### src/rtl/rgu_pkg.sv
`default_nettype none
// +----------------------------------------------------------------------+
// | rgu_pkg : shared types and register map for the staged reset unit     |
// | Revision: 1.0                                                         |
// +----------------------------------------------------------------------+
package rgu_pkg;

    localparam int MAX_STAGES = 4;

    typedef enum logic [2:0] {
        ST_HOLD0 = 3'd0,
        ST_HOLD1 = 3'd1,
        ST_HOLD2 = 3'd2,
        ST_HOLD3 = 3'd3,
        ST_DONE  = 3'd4
    } rgu_state_e;

    localparam logic [11:0] OFF_CTRL       = 12'h000;
    localparam logic [11:0] OFF_STATUS     = 12'h004;
    localparam logic [11:0] OFF_TIMER_BASE = 12'h008;
    localparam logic [11:0] OFF_SWRST      = 12'h020;
    localparam logic [11:0] OFF_STATE      = 12'h024;

    localparam int STS_POR      = 0;
    localparam int STS_EXT      = 1;
    localparam int STS_GSW      = 2;
    localparam int STS_WDT_BASE = 8;

endpackage
`default_nettype wire

### src/rtl/rgu_sync_debounce.sv
`default_nettype none
// +----------------------------------------------------------------------+
// | rgu_sync_debounce : 2-flop synchroniser plus low-run qualifier        |
// | Revision: 1.0                                                         |
// +----------------------------------------------------------------------+
module rgu_sync_debounce #(
    parameter int DEPTH = 1
) (
    input  logic PCLK,
    input  logic PRESETn,
    input  logic async_rst_n,
    output logic trig
);

    localparam int CW = (DEPTH > 1) ? $clog2(DEPTH) : 1;

    logic          meta_q;
    logic          sync_q;
    logic [CW-1:0] run_d;
    logic [CW-1:0] run_q;

    // run_q saturates at DEPTH-1, so trig fires on the DEPTH-th low cycle and stays up while low
    always_comb begin
        run_d = run_q;
        if (sync_q) begin
            run_d = '0;
        end else if (run_q != CW'(DEPTH - 1)) begin
            run_d = run_q + 1'b1;
        end
        trig = ~sync_q & (run_q == CW'(DEPTH - 1));
    end

    always_ff @(posedge PCLK or negedge PRESETn) begin
        if (!PRESETn) begin
            meta_q <= 1'b1;
            sync_q <= 1'b1;
            run_q  <= '0;
        end else begin
            meta_q <= async_rst_n;
            sync_q <= meta_q;
            run_q  <= run_d;
        end
    end

endmodule
`default_nettype wire

### src/rtl/rgu_staged.sv
`default_nettype none
// +----------------------------------------------------------------------+
// | rgu_staged : staged reset sequencer with APB timers and cause log     |
// | Revision: 1.0                                                         |
// +----------------------------------------------------------------------+
module rgu_staged
    import rgu_pkg::*;
#(
    parameter int                   NUM_RST    = 32,
    parameter int                   NUM_STAGES = 2,
    parameter int                   NUM_WDT    = 4,
    parameter int                   TIMER_W    = 16,
    parameter int                   TIMER_RST  = 16,
    parameter int                   DEBOUNCE   = 4,
    parameter logic [2*NUM_RST-1:0] STAGE_MAP  = '0
) (
    input  logic               PCLK,
    input  logic               PRESETn,
    input  logic               ext_rst_n,
    input  logic [NUM_WDT-1:0] wdt_rst_n,
    input  logic               PSEL,
    input  logic               PENABLE,
    input  logic               PWRITE,
    input  logic [11:0]        PADDR,
    input  logic [31:0]        PWDATA,
    output logic [31:0]        PRDATA,
    output logic               PREADY,
    output logic               PSLVERR,
    output logic [NUM_RST-1:0] rst_n,
    output logic               rst_done
);

    logic               ext_trig;
    logic [NUM_WDT-1:0] wdt_trig;

    rgu_sync_debounce #(.DEPTH(DEBOUNCE)) u_ext_sync (
        .PCLK        (PCLK),
        .PRESETn     (PRESETn),
        .async_rst_n (ext_rst_n),
        .trig        (ext_trig)
    );

    for (genvar j = 0; j < NUM_WDT; j++) begin : g_wdt_sync
        rgu_sync_debounce #(.DEPTH(1)) u_wdt_sync (
            .PCLK        (PCLK),
            .PRESETn     (PRESETn),
            .async_rst_n (wdt_rst_n[j]),
            .trig        (wdt_trig[j])
        );
    end

    rgu_state_e              state_d, state_q;
    logic [TIMER_W-1:0]      cnt_d, cnt_q;
    logic [MAX_STAGES-1:0]   released_d, released_q;
    logic [TIMER_W-1:0]      timer_d [MAX_STAGES];
    logic [TIMER_W-1:0]      timer_q [MAX_STAGES];
    logic [31:0]             status_d, status_q;
    logic [NUM_RST-1:0]      swrst_d, swrst_q;
    logic                    gsw_d, gsw_q;
    logic [NUM_RST-1:0]      rst_n_d, rst_n_q;
    logic                    rst_done_d, rst_done_q;
    logic [31:0]             prdata_d, prdata_q;
    logic                    pslverr_d, pslverr_q;

    logic        setup, wr_en, addr_err, timer_hit, trigger;
    logic [2:0]  timer_idx;
    logic [1:0]  stage, stage_rd;
    logic [31:0] rd_val, status_set;

    always_comb begin
        setup     = PSEL & ~PENABLE;
        timer_hit = (PADDR[11:5] == 7'd0) && (PADDR[1:0] == 2'd0) && (PADDR[4:3] != 2'd0);
        timer_idx = PADDR[4:2] - 3'd2;
        case (PADDR)
            OFF_CTRL, OFF_STATUS, OFF_SWRST: addr_err = 1'b0;
            OFF_STATE:                       addr_err = PWRITE;
            default:                         addr_err = !(timer_hit && (int'(timer_idx) < NUM_STAGES));
        endcase
        wr_en = PSEL & PENABLE & PWRITE & ~addr_err;

        stage    = state_q[1:0];
        stage_rd = (state_q == ST_DONE) ? 2'(NUM_STAGES - 1) : stage;

        rd_val = '0;
        case (PADDR)
            OFF_STATUS: rd_val = status_q;
            OFF_SWRST:  rd_val[NUM_RST-1:0] = swrst_q;
            OFF_STATE:  rd_val[2:0] = {rst_done_q, stage_rd};
            default:    if (timer_hit) rd_val[TIMER_W-1:0] = timer_q[timer_idx[1:0]];
        endcase

        prdata_d  = '0;
        pslverr_d = 1'b0;
        if (setup) begin
            pslverr_d = addr_err;
            if (!PWRITE && !addr_err) prdata_d = rd_val;
        end

        gsw_d   = wr_en && (PADDR == OFF_CTRL) && PWDATA[0];
        trigger = ext_trig | (|wdt_trig) | gsw_q;

        for (int k = 0; k < MAX_STAGES; k++) begin
            timer_d[k] = timer_q[k];
            if (k < NUM_STAGES && wr_en && timer_hit && timer_idx == 3'(k)) begin
                timer_d[k] = PWDATA[TIMER_W-1:0];
            end
        end

        status_set                              = '0;
        status_set[STS_EXT]                     = ext_trig;
        status_set[STS_GSW]                     = gsw_q;
        status_set[STS_WDT_BASE +: NUM_WDT]     = wdt_trig;
        status_d = status_q;
        if (wr_en && PADDR == OFF_STATUS) status_d = status_q & ~PWDATA;
        status_d = status_d | status_set;

        swrst_d = swrst_q;
        if (wr_en && PADDR == OFF_SWRST) swrst_d = PWDATA[NUM_RST-1:0];
        if (trigger) swrst_d = '0;

        state_d    = state_q;
        cnt_d      = cnt_q;
        released_d = released_q;
        if (trigger) begin
            state_d    = ST_HOLD0;
            cnt_d      = timer_q[0];
            released_d = '0;
        end else if (state_q != ST_DONE) begin
            if (cnt_q == '0) begin
                released_d[stage] = 1'b1;
                if (int'(stage) == NUM_STAGES - 1) begin
                    state_d = ST_DONE;
                end else begin
                    state_d = rgu_state_e'(state_q + 3'd1);
                    cnt_d   = timer_q[stage + 2'd1];
                end
            end else begin
                cnt_d = cnt_q - 1'b1;
            end
        end

        // A watchdog bite pulls rst_n directly, one edge ahead of the stage flops
        for (int i = 0; i < NUM_RST; i++) begin
            rst_n_d[i] = released_q[STAGE_MAP[2*i +: 2]] & ~swrst_q[i] & ~(|wdt_trig);
        end
        rst_done_d = (state_q == ST_DONE);
    end

    always_ff @(posedge PCLK or negedge PRESETn) begin
        if (!PRESETn) begin
            state_q    <= ST_HOLD0;
            cnt_q      <= TIMER_W'(TIMER_RST);
            released_q <= '0;
            for (int k = 0; k < MAX_STAGES; k++) timer_q[k] <= TIMER_W'(TIMER_RST);
            status_q   <= 32'h1 << STS_POR;
            swrst_q    <= '0;
            gsw_q      <= 1'b0;
            rst_n_q    <= '0;
            rst_done_q <= 1'b0;
            prdata_q   <= '0;
            pslverr_q  <= 1'b0;
        end else begin
            state_q    <= state_d;
            cnt_q      <= cnt_d;
            released_q <= released_d;
            for (int k = 0; k < MAX_STAGES; k++) timer_q[k] <= timer_d[k];
            status_q   <= status_d;
            swrst_q    <= swrst_d;
            gsw_q      <= gsw_d;
            rst_n_q    <= rst_n_d;
            rst_done_q <= rst_done_d;
            prdata_q   <= prdata_d;
            pslverr_q  <= pslverr_d;
        end
    end

    assign PRDATA   = prdata_q;
    assign PSLVERR  = pslverr_q;
    assign PREADY   = 1'b1;
    assign rst_n    = rst_n_q;
    assign rst_done = rst_done_q;

endmodule
`default_nettype wire

### config.mk
export PLATFORM = sky130hd
export DESIGN_NAME = rgu_staged
export DESIGN_NICKNAME = d
export VERILOG_FILES = /design/src/rtl/rgu_pkg.sv /design/src/rtl/rgu_sync_debounce.sv /design/src/rtl/rgu_staged.sv
export SDC_FILE = /design/constraint.sdc
export NUM_CORES = 1
export LEC_CHECK = 0
export ABC_AREA = 1
export CORE_MARGIN = 8
export CORE_UTILIZATION = 40
export CTS_BUF_LIST = sky130_fd_sc_hd__clkbuf_8 sky130_fd_sc_hd__clkbuf_16
export DETAILED_ROUTE_END_ITERATION = 8
export PLACE_DENSITY = 0.71
export SYNTH_ARGS = -nofsm -noshare
export SYNTH_HDL_FRONTEND = slang
export SYNTH_SLANG_ARGS = --single-unit
### constraint.sdc
create_clock -name PCLK -period 2.5 [get_ports PCLK]
set_clock_uncertainty 0.1 [all_clocks]
set_input_delay 0.25 -clock PCLK [delete_from_list [all_inputs] [get_ports PCLK]]
set_output_delay 0.25 -clock PCLK [all_outputs]
set_load 0.005 [all_outputs]
==> out/qor.yml <==
run_status:
  status: "finished, final reports clean"
pwr:
  ir_drop_mv: 0.408
  pwr_density_cell_nw_per_um2: 572
  total_power_uw: 6460
  p_leak_uw: 0.00551
critical_path:
  worstPathArrival_ns: 2.49
  worstPathMaxFanout: 13
  max_stage_delay_ns: 0.53
  r2r_cells: 10
  critical_path.top_delay_family: "compound AO/OA/AOI/OAI gates"
  worst-path-buf-inv: 3
  regToRegStartpoint: "u_ext_sync.run_q[0]"
  start_kind: "register"
  worstPathRequired_ns: 2.75
  cp_slowest_cell: "a21oi_2"
  end_kind: "register"
  r2r_slack_ns: 0.26
  critical_path_class: "reg2reg"
  r2r-end: "cnt_q[1]"
  crit_chain: "ha_1 -> inv_1 -> nor2_1 -> inv_1 -> nand3_2 -> nor2_2 -> a21oi_2 -> buf_4 -> nor2_1 -> a21oi_1"
sta:
  rsz0062_at_grt: "no"
  setup_tns_ns: 0
  slew_headroom_pct: 58.3
  setup_violations: 0
  period_share_pct: 89.7
  hold_viol: 0
  worst_slack_ns: 0.258
  timing.hold.ws_ns: 0.110
  fmax_mhz: 446
  drv_slew: 0
  worst_pin_slew_ns: 0.626
  layout_min_cycle_time_ns: 2.24
global_route:
  antenna_found_initial: 0
  grt_overflow: 0
  grt_pass1_vias: 7736
  grt_max_degree: 67
  track_usage_pct: 19.2
  grt_pass1_wl_mm: 42.1
floorplanning:
  rows: 55
  fp.dieW_um: 166
  core_um2: 22400
  initial_core_util_pct: 40.3
  num_io_pins: 121
  die_y_um: 166
  die_area_um2: 27600
yosys:
  synth-xor-area-share_pct: 0.485
  avgSynthCellArea_um2: 8.46
  synth.mux.area_fraction_pct: 0
  ys_types: 39
  synthSimpleGateAreaFrac_pct: 27.6
  syn_nets: 1131
  synth_adder_area_share_pct: 1.25
  synth_compound_area_share_pct: 8.94
  synth_top_family_by_area: "simple AND/OR/NAND/NOR gates"
  yosysSeqAreaShare_pct: 54.2
  synth_edf_count: 0
  syn-instance-count: 1068
  netlist_area_um2: 9030
  ys_ff_latch: 195
  ys_warn_count: 0
  synthArstFlopShare_pct: 100
  synth_flop_cell: "dfrtp_1"
clock_network:
  cts_tree: "built"
  clk_pin_slew_ns: 0.07
  numCtsBuffers: 17
  cts_resized: 0
  root_buffer: "clkbuf_16"
  postCtsSetupBuffers: 0
  clkSinkCount: 195
  h-tree-depth: 4
  clock_latency_ns: 0.44
  cts_buffer_depth: 2
route:
  vias: 7836
  vias_per_cell: 5.24
  first_pass_iters: 5
  drt_iter0_markers: 807
  wl_mm: 26.6
  drcViolationCount: 0
  routedWlPerCell_um: 17.7
  ant_nets: 0
hold_path:
  min_to: "g_wdt_sync[3].u_wdt_sync.meta_q"
  hold-path-cell-count: 1
  hold_start: "wdt_rst_n[3]"
  worstHoldPathType: "in2reg"
cells_and_area:
  multi_input_comb_area_um2: 3460
  layout_commonest_cell: "nand2_1"
  seqCellArea_um2: 4900
  final_cell_mix: "286 x nand2_1, 181 x dfrtp_1, 129 x nor2_1"
  synthToLayoutAreaGrowth_pct: 25.2
  drive_above_1_share_pct: 10.3
  fill_cells: 2047
  stdcell_count: 1496
  fin_nets: 1261
  diodes: 0
placed_design:
  dp.cells: 1463
  post-dp-hpwl_mm: 18.9
  place_ws_ns: 0.0299
  port_buffers: 119
  place_congestion: 0.972
flow_run:
  drv_cap: 0
-- final cells by class --
| cell class | instances | share of cell area [%] |
|---|---|---|
| Multi-Input combinational cell | 717 | 30.6 |
| Sequential cell | 195 | 43.3 |
| Tap cell | 285 | 3.15 |
| Inverter | 113 | 3.75 |
| Clock inverter | 14 | 1.42 |
| Timing Repair Buffer | 154 | 13.9 |
| Clock buffer | 18 | 3.88 |
-- worst max-delay path by stage --
| stage | to | depth (start not counted) | startpoint |
|---|---|---|---|
| after floorplan | cnt_q[1] | 7 | state_q[0] |
| after global placement | PRDATA[10] | 12 | PADDR[6] |
| after detailed placement | timer_q[55] | 12 | PADDR[5] |
| after CTS | cnt_q[1] | 10 | u_ext_sync.run_q[0] |
| after global routing | cnt_q[4] | 9 | u_ext_sync.run_q[0] |
| final | cnt_q[1] | 10 | u_ext_sync.run_q[0] |
-- flip-flops by register name, indices dropped and copies added (netlist names), 2 cells and up --
name	flops
status_q	32
swrst_q	32
g_wdt_sync.u_wdt_sync.meta_q	4
g_wdt_sync.u_wdt_sync.sync_q	4
PRDATA	32
rst_n	32
cnt_q	16
u_ext_sync.run_q	2
timer_q	32
state_q	3
-- synth_stat cells (6+ instances only) --
cell,count,area share [%]
ha_1,9,1.2
buf_2,11,0.61
nand2_2,6,0.42
nand2_1,286,12
inv_1,105,4.4
buf_4,9,0.75
nand3_1,91,5.0
dfstp_2,14,4.1
nor2_1,129,5.4
clkbuf_1,14,0.58
o21ai_0,60,3.3
a21oi_1,49,2.7
inv_2,8,0.33
nor3_1,9,0.50
buf_6,6,0.75
nor2_4,8,1.0
o211ai_1,18,1.5
dfrtp_1,181,50
-- worst register-to-register path: cells and delay by family, from the launching register on --
| kind | cells | cell delay [ns] |
|---|---|---|
| AO/OA/AOI/OAI | 2 | 0.64 |
| adder cells (fa/ha/maj) | 1 | 0.21 |
| buffers and inverters | 3 | 0.39 |
| flip-flops | 1 | 0.38 |
| AND/OR/NAND/NOR | 4 | 0.43 |
-- per-layer routing --
layer / vias up / track usage (%) / wire, um
met4: 0 / 6.35 / 459
li1: 3665 / - / -
met2: 335 / 31.1 / 12600
met1: 3800 / 24.9 / 11300
met3: 36 / 4.78 / 2190
met5: - / 0 / 0
-- what timing repair did --
action / CTS / global route
endpoints found under the hold margin: 44 / 0
hold buffers: 1 / 0
setup endpoints to repair: 0 / 0
-- where the power goes --
part           switching [uW]  internal, uW  total (uW)
sequential               20.0          3190        3210
combinational             335           190         525
clock                    1360          1380        2730
-- cells by family after synthesis --
family                     after synthesis
adders and majority gates                9
buffers and inverters                  156
other                                    1
xor gates and xnor gates                 5
DFF                                    195
and+or+nand+nor                        557
AOI/OAI and AO/OA                      145
-- per-stage QoR --
| step | util (%) | cell area, um^2 |
|---|---|---|
| 4_1_cts | 50.4 | 11300 |
| 5_1_grt | 50.4 | 11300 |
| 6_report | 50.4 | 11300 |
| 3_5_place_dp | 47.7 | 10700 |
| 3_3_place_gp | 47.7 | 10700 |
| 2_1_floorplan | - | 9030 |
(Power assumes the default switching activity.)
